--- src/rtl/fetch_unit.sv ---
// Instruction fetch stage: holds the fetch PC, captures the combinational
// instruction word and hands {pc, inst} pairs to decode through a 2-entry buffer.
module fetch_unit #(
    parameter int              XLEN      = 32,
    parameter int              ILEN      = 32,
    parameter logic [XLEN-1:0] RESET_PC  = '0,
    parameter int              MEM_BYTES = 1024
) (
    input  logic            clock,
    input  logic            reset_n,
    output logic [XLEN-1:0] pc,
    input  logic [ILEN-1:0] inst,
    input  logic            redirect_valid,
    input  logic [XLEN-1:0] redirect_pc,
    output logic            out_valid,
    input  logic            out_ready,
    output logic [ILEN-1:0] out_inst,
    output logic [XLEN-1:0] out_pc,
    output logic            fault
);

    typedef enum logic {
        ST_FETCH = 1'b0,
        ST_FAULT = 1'b1
    } state_t;

    // Last legal word address, widened by one bit so the range test cannot wrap.
    localparam logic [XLEN:0] LAST_PC = (XLEN+1)'(MEM_BYTES - 4);

    state_t          r_state;
    state_t          w_state_next;
    logic [XLEN-1:0] r_fetch_pc;
    logic [XLEN-1:0] w_fetch_pc_next;

    logic [XLEN-1:0] r_pc_q   [2];
    logic [ILEN-1:0] r_inst_q [2];
    logic            r_rd_ptr;
    logic            r_wr_ptr;
    logic [1:0]      r_count;

    logic            w_bad;
    logic            w_pop;
    logic            w_space;
    logic            w_push;

    assign w_bad   = (r_fetch_pc[1:0] != 2'b00) || ({1'b0, r_fetch_pc} > LAST_PC);
    assign w_pop   = out_valid && out_ready;
    assign w_space = (r_count < 2'd2) || w_pop;

    always_ff @(posedge clock or negedge reset_n) begin
        if (!reset_n) begin
            r_state    <= ST_FETCH;
            r_fetch_pc <= RESET_PC;
        end else begin
            r_state    <= w_state_next;
            r_fetch_pc <= w_fetch_pc_next;
        end
    end

    always_comb begin
        // NOTE: every output of this block gets a default first so no path can infer a latch.
        w_state_next    = r_state;
        w_fetch_pc_next = r_fetch_pc;
        w_push          = 1'b0;
        if (redirect_valid) begin
            w_state_next    = ST_FETCH;
            w_fetch_pc_next = redirect_pc;
        end else begin
            case (r_state)
                ST_FETCH: begin
                    if (w_bad) begin
                        w_state_next = ST_FAULT;
                    end else if (w_space) begin
                        w_push          = 1'b1;
                        w_fetch_pc_next = r_fetch_pc + XLEN'(4);
                    end
                end
                ST_FAULT: begin
                    w_state_next = ST_FAULT;
                end
                default: begin
                    w_state_next = ST_FETCH;
                end
            endcase
        end
    end

    // A redirect flushes the buffer even when the head is popped the same cycle;
    // the popped instruction already belongs to decode.
    always_ff @(posedge clock or negedge reset_n) begin
        if (!reset_n) begin
            // NOTE: the storage is reset too, so out_pc/out_inst read zero straight out of reset.
            for (int i = 0; i < 2; i++) begin
                r_pc_q[i]   <= '0;
                r_inst_q[i] <= '0;
            end
            r_rd_ptr <= 1'b0;
            r_wr_ptr <= 1'b0;
            r_count  <= 2'd0;
        end else if (redirect_valid) begin
            r_rd_ptr <= 1'b0;
            r_wr_ptr <= 1'b0;
            r_count  <= 2'd0;
        end else begin
            if (w_push) begin
                r_pc_q[r_wr_ptr]   <= r_fetch_pc;
                r_inst_q[r_wr_ptr] <= inst;
                r_wr_ptr           <= ~r_wr_ptr;
            end
            if (w_pop) begin
                r_rd_ptr <= ~r_rd_ptr;
            end
            r_count <= r_count + 2'(w_push) - 2'(w_pop);
        end
    end

    assign pc        = r_fetch_pc;
    assign out_valid = (r_count != 2'd0);
    assign out_pc    = r_pc_q[r_rd_ptr];
    assign out_inst  = r_inst_q[r_rd_ptr];
    assign fault     = (r_state == ST_FAULT);

endmodule

--- config.mk ---
export PLATFORM = sky130hd
export DESIGN_NAME = fetch_unit
export DESIGN_NICKNAME = d
export VERILOG_FILES = /design/src/rtl/fetch_unit.sv
export SDC_FILE = /design/constraint.sdc
export NUM_CORES = 1
export LEC_CHECK = 0
export ABC_AREA = 1
export CAP_MARGIN = 40
export CELL_PAD_IN_SITES_DETAIL_PLACEMENT = 2
export CELL_PAD_IN_SITES_GLOBAL_PLACEMENT = 2
export CORE_MARGIN = 2
export CORE_UTILIZATION = 31
export DETAILED_ROUTE_END_ITERATION = 8
export PLACE_DENSITY = 0.91
export SKIP_LAST_GASP = 1
export SLEW_MARGIN = 40
export SYNTH_ARGS = -nofsm -noshare
export SYNTH_HDL_FRONTEND = slang
export SYNTH_SLANG_ARGS = --single-unit
--- constraint.sdc ---
create_clock -name clock -period 4.3 [get_ports clock]
set_clock_uncertainty 0.2 [all_clocks]
set_input_delay 0.645 -clock clock [delete_from_list [all_inputs] [get_ports clock]]
set_output_delay 0.645 -clock clock [all_outputs]
set_load 0.01 [all_outputs]
==> results.md, run 1 <==
* Peak VDD IR at 0.000190 V
* Cell-internal power at about 2800 uW
* CTS clk-pin slew, worst paths at 0.07 ns
* Crit start category: flop
* Worst setup EP type: primary output
* Initial DRC count at 277
* DRT Wirelength at 25,700 um
* Fin. Hold Viols at 0
* Number of remaining DRC errors at 0
* Initial antenna violation count at 0
* Post-synth top area share at 55.1%
* Final #Nets at approximately 1,200
* Layout fillers at 2,667
* Antenna Nets Post-Route at 0
* Worst-skew pair later-pin latency at 0.42 ns
* Clock sinks at 165
* Tmin final at ~3.2 ns
* Setup TNS at 0 ns
* Net Switching at 1140 uW
* Fin crit share at roughly three quarters
* Setup violations, final at 0
* GR Overflow Total at 0
* Chip Width at 159 um
* Die Ht at 159 um
* Row Count at 56
* Die Area at between 0.02 and 0.03 mm^2
* Root Buffer Master: clkbuf_16
* Num ports at about 170
* Syn Nets at around 1,000
* Leak Pwr at 0.00529 uW
* Fin cells at 1,427
* Post-placement setup slack at 1.17 ns
* First-pass GRT wire length at ~43,000 um
* Share of cells above drive strength 1 at 5.42%
* Sequential power share at 41.8%
* Largest net degree at the start of global routing at 90
* Most common cell after layout, fill and taps aside: nand2_1
* Synthesized area at 0.00749 mm^2
* Adder-Cell Fraction of Synth Area at 0.501%
* Area Overhead vs Synth at 33.6%
* Synth Area in Compound Gates at 1.62%
* Max Transition Viols Final at 0
* XOR/XNOR Fraction of Synth Area at 0.818%
* Number of global-route vias before repair at 8,069
* Worst Path Arrival at 2.34 ns
* RSZ-0062 raised after global routing: false
* Proportion of synthesized area in mux cells at 0%
* Sw Share at roughly 29%
* Synth warn at 0
* Comb power frac at 19.3%
* I/O Buffers at approximately 170
* Initial Util at 31.7%
* Rel. slew slack at 49.6%
* Avg Synthesized Cell Area at 7.84 um^2
* Largest family of logic cells by synthesized area: simple AND/OR/NAND/NOR gates
* R2r setup slk at 1.78 ns
* Total of max-cap violations at 0
* Hold buffers post-CTS at 0
* Core area at 0.0236 mm^2
* Post-CTS Resized at 0
* Seq cells post-synth at 165
* Req. time, crit path at 3.45 ns
* Post-synthesis sequential area ratio at 55.1%
* GR Util All Layers at 21.2%
* CP max FO at 38
* CTS tree: yes
* Fmax at around 310 MHz
* H-tree levels at 4
* First-pass iteration count of the detailed router at 4
* Simple-gate portion of the synthesized area at roughly 34%
* Clock tree buffer depth at 2
* Clock Power Share at 38.9%
* Via/cell ratio at 4.81
* Worst-Margin Slew at approximately 0.76 ns
* Placed Cells at between 1,000 and 1,500
* Yosys top cell by area: dfrtp_1
* Final worst slack at 1.11 ns
* Setup CP Type: reg -> out
* Top post-synthesis cells by area: dfrtp_1, nand2_1, inv_1
* Vias at ~6,900
* Status: completed
* Hold slack at 0.0348 ns
* Synthesized instance count at 956
* WL/cell at 18.0 um
* Power Density at 393 mW/mm^2
* Dpl hpwl at 17,500 um
* Post-synth cell types at 25
* GPL Wtd Cong at 0.724
* Most frequent cells in the layout: nand2_1, clkdlybuf4s50_1, dfrtp_1
* Total CTS buffers at 17
* Layout Utilization at 42.4%
* Min-delay worst type: in -> async
* Number of diodes at 0
* Postcts setup bufs at 0
## final cells by class
type                       count  area [um^2]  area share (%)
clock inverter                13          148            1.48
timing repair buffer         179         1820            18.2
multi-input combinational    656         2790            27.9
tap                          319          399            3.99
clock buffer                  18          429            4.29
sequential                   165         4130            41.3
inverter                      77          289            2.89
## critical path, cell delays in order, from the launching register on
cell	delay, ns
dfrtp_2	0.41
inv_2	0.46
buf_12	0.30
nand2_1	0.07
nand2_1	0.11
clkdlybuf4s50_1	0.56
## layer usage
layer | global-route usage [%] | vias to the layer above | part of all wire (%)
li1 | - | 3215 | -
met1 | 25.7 | 3498 | 43
met2 | 38.8 | 127 | 53
met3 | 3.99 | 18 | 3.5
met4 | 4.79 | 0 | 0.99
met5 | 0 | - | 0
## stage by stage
step                instance area, um^2  power (uW)
finish                            10000        3930
global route                      10000        4120
CTS                               10000        4010
detailed placement                 9430        2450
global placement                   9370        2420
floorplan                          7490        1980
## cell usage after synthesis, drive strengths merged
master  number
a31oi        1
or2          1
nand4       44
o21ai       20
nand2      492
buf         27
nand3       49
nand3b       1
inv         77
dfrtp      165
ha           3
a21oi        3
clkbuf      31
nor2        35
xor2         3
xnor2        4
## cell families after synthesis
logic type | Yosys count
fa+ha+maj | 3
buf+inv | 135
xor+xnor | 7
compound gates | 24
simple gates | 622
flops | 165
## flip-flops by register name (all words and copies together) (netlist names)
name	cells
r_wr_ptr	1
r_inst_q	64
pc	32
fault	1
r_count	2
r_rd_ptr	1
r_pc_q	64
## power by group through the flow
stage               logic [uW]  registers, uW  clock network, uW
floorplan                  307           1670                  0
global placement           748           1670                  0
detailed placement         774           1670                  0
CTS                        780           1640               1580
global route               836           1650               1640
finish                     760           1640               1530
## path summary, 6_finish.rpt
check,startpoint,to,depth (start not counted)
worst min-delay path,reset_n,r_pc_q[12],1
worst min register to register,r_inst_q[60],r_inst_q[60],2
worst max-delay path,r_rd_ptr,out_inst[25],5
min in group clock,r_inst_q[60],r_inst_q[60],2
max in group asynchronous,reset_n,r_pc_q[35],2
worst max register to register,pc[22],r_inst_q[57],9
Note: power is estimated with default switching activity, not from simulation.
==> inputs of run 2 (changes only) <==
CORE_UTILIZATION = 29   (was 31)
PLACE_DENSITY = 0.86   (was 0.91)
clock period = 3 ns   (was 4.3 ns; I/O delays follow)
==> run 2 against run 1 <==
Against the previous run:
- cell area up 1.2%
- flip-flop and latch count unchanged
- worst hold slack better by 0.24 ns
- sequential share of layout area down 0.51 points
- non-clock buffer count up 9
- critical path depth unchanged
- via count about the same
- cell count up 1.4%
- sequential power up 45%
- routed wire length down 2.2%
- clock-buffer cell count up 3
- first-iteration DRC count down 2.5%
- critical path type unchanged
==> results.md, run 2 (synthesis gave the netlist of run 1 again) <==
* Antenna Nets Post-Route at 0
* Worst path depth at 5
* Dpl hpwl at 16,800 um
* Peak VDD IR at 0.000289 V
* Most common cell after layout, fill and taps aside: nand2_1
* Sequential power share at between 40% and 50%
* Number of remaining DRC errors at 0
* GR Overflow Total at 0
* Postcts setup bufs at 0
* H-tree levels at 4
* WL/cell at 17.4 um
* Status: completed
* Initial antenna violation count at 0
* Clock tree buffer depth at 2
* Final worst slack at between 0.2 and 0.25 ns
* Largest net degree at the start of global routing at 56
* DRT Wirelength at 25,200 um
* Core area at ~0.025 mm^2
* Worst-skew pair later-pin latency at 0.42 ns
* Initial Util at 29.7%
* Slowest CP cell: clkdlybuf4s50_1
* CTS clk-pin slew, worst paths at 0.07 ns
* Fin crit share at 92.2%
* Die Ht at 165 um
* RSZ-0062 raised after global routing: false
* I/O Buffers at 165
* Clock Power Share at between 30% and 40%
* Total of max-cap violations at 0
* Number of diodes at 0
* Fin. Hold Viols at 0
* Die Area at 0.0271 mm^2
* Setup CP Type: reg -> out
* Tmin final at 2.77 ns
* Min-delay worst type: reg -> reg
* Chip Width at around 160 um
* Most frequent cells in the layout: nand2_1, clkdlybuf4s50_1, dfrtp_1
* Max Transition Viols Final at 0
* FF-to-FF path depth at 10
* Num ports at 166
* Total CTS buffers at 17
* Critical Path Max Stage Delay at ~0.54 ns
* GPL Wtd Cong at about 0.73
* Cell-internal power at 4040 uW
* Crit start category: flop
* Post-placement setup slack at between 0.3 and 0.4 ns
* Clock sinks at 165
* Setup TNS at 0 ns
* Net Switching at between 1500 and 2000 uW
* Fmax at 362 MHz
* Share of cells above drive strength 1 at under 10%
* Req. time, crit path at ~2.4 ns
* Vias at 6,862
* Worst Path Arrival at 2.12 ns
* Final #Nets at 1,176
* CP top delay family: buffers and inverters
* Layout fillers at 2,873
* Sw Share at 28.7%
* Initial DRC count at 270
* Row Count at 58
* Worst-Margin Slew at 0.574 ns
* First-pass GRT wire length at 41,800 um
* CTS tree: yes
* Rel. slew slack at 61.7%
* Number of global-route vias before repair at 7,868
* Most Frequent Cell on Critical Path: nand2_1
* GR Util All Layers at 19.8%
* Comb power frac at 19.3%
* Setup violations, final at 0
* Layout Utilization at 40.1%
* Worst setup EP type: primary output
* Root Buffer Master: clkbuf_16
* Hold Crit Depth at 2
* Area Overhead vs Synth at 35.2%
* Via/cell ratio at 4.74
* CP max FO at 38
* Buffers plus inverters on the worst setup path at 3
* Leak Pwr at 0.00535 uW
* Power Density at between 500 and 600 mW/mm^2
* First-pass iteration count of the detailed router at 4
* Critical-path cell list: inv_2 -> buf_6 -> nand2_1 -> nand2_1 -> clkdlybuf4s50_1
run 2: cell types whose count changed in the layout (fill, tap and decap cells not counted), moves of 2 or more:
| cell | change |
|---|---|
| buf_4 | +5 |
| clkbuf_1 | +2 |
| inv_6 | -3 |
| buf_6 | +2 |
| buf_8 | -3 |
| buf_12 | +3 |
run 2: worst paths after layout:
check	startpoint	end	slack, ns
worst max-delay path	r_rd_ptr	out_pc[9]	0.23
worst min-delay path	r_pc_q[30]	r_pc_q[30]	0.27
worst min register to register	r_pc_q[30]	r_pc_q[30]	0.27
worst max register to register	pc[12]	r_inst_q[55]	0.73
min in group asynchronous	reset_n	r_pc_q[13]	0.37
max in group asynchronous	reset_n	pc[10]	1.52
run 2: timing repair:
item	4_1_cts	5_1_grt
hold endpoints to repair	51	0
setup endpoints to repair	0	5
resized for setup	0	1
hold buffers	1	0
run 2: routing by layer:
metal	share of wire, %	up-vias	GRT usage, %
li1	-	3227	-
met1	45	3489	25.0
met2	50	128	34.9
met3	4.5	18	4.19
met4	0.92	0	4.66
met5	0	-	0
run 2: layout make-up:
type / count / area, um^2 / area share, %
clock buffers: 21 / 450 / 4.45
clock inverters: 10 / 123 / 1.21
inverters: 77 / 289 / 2.85
multi-input cells: 656 / 2790 / 27.5
flip-flops and latches: 165 / 4130 / 40.8
well taps: 330 / 413 / 4.08
repair buffers: 188 / 1930 / 19.1
run 2: power by group through the flow:
stage,logic (uW),registers [uW],clock network [uW]
final,1100,2370,2200
after CTS,1130,2370,2260
after floorplan,440,2390,0
after global routing,1220,2380,2350
after detailed placement,1120,2410,0
after global placement,1090,2410,0
run 2: worst min-delay path, stage by stage, from the launching register on:
cell	delay [ns]
dfrtp_1	0.34
nand2_1	0.05
inv_1	0.04
run 2: per-stage QoR:
step / hold WS [ns] / instances / power, uW / area, um^2
final: 0.270 / 1447 / 5660 / 10100
after floorplan: -0.0456 / 956 / 2830 / 7490
after global placement: 0.248 / 1413 / 3490 / 9490
after detailed placement: 0.257 / 1415 / 3520 / 9540
after CTS: 0.275 / 1447 / 5750 / 10100
after global routing: 0.297 / 1447 / 5940 / 10100
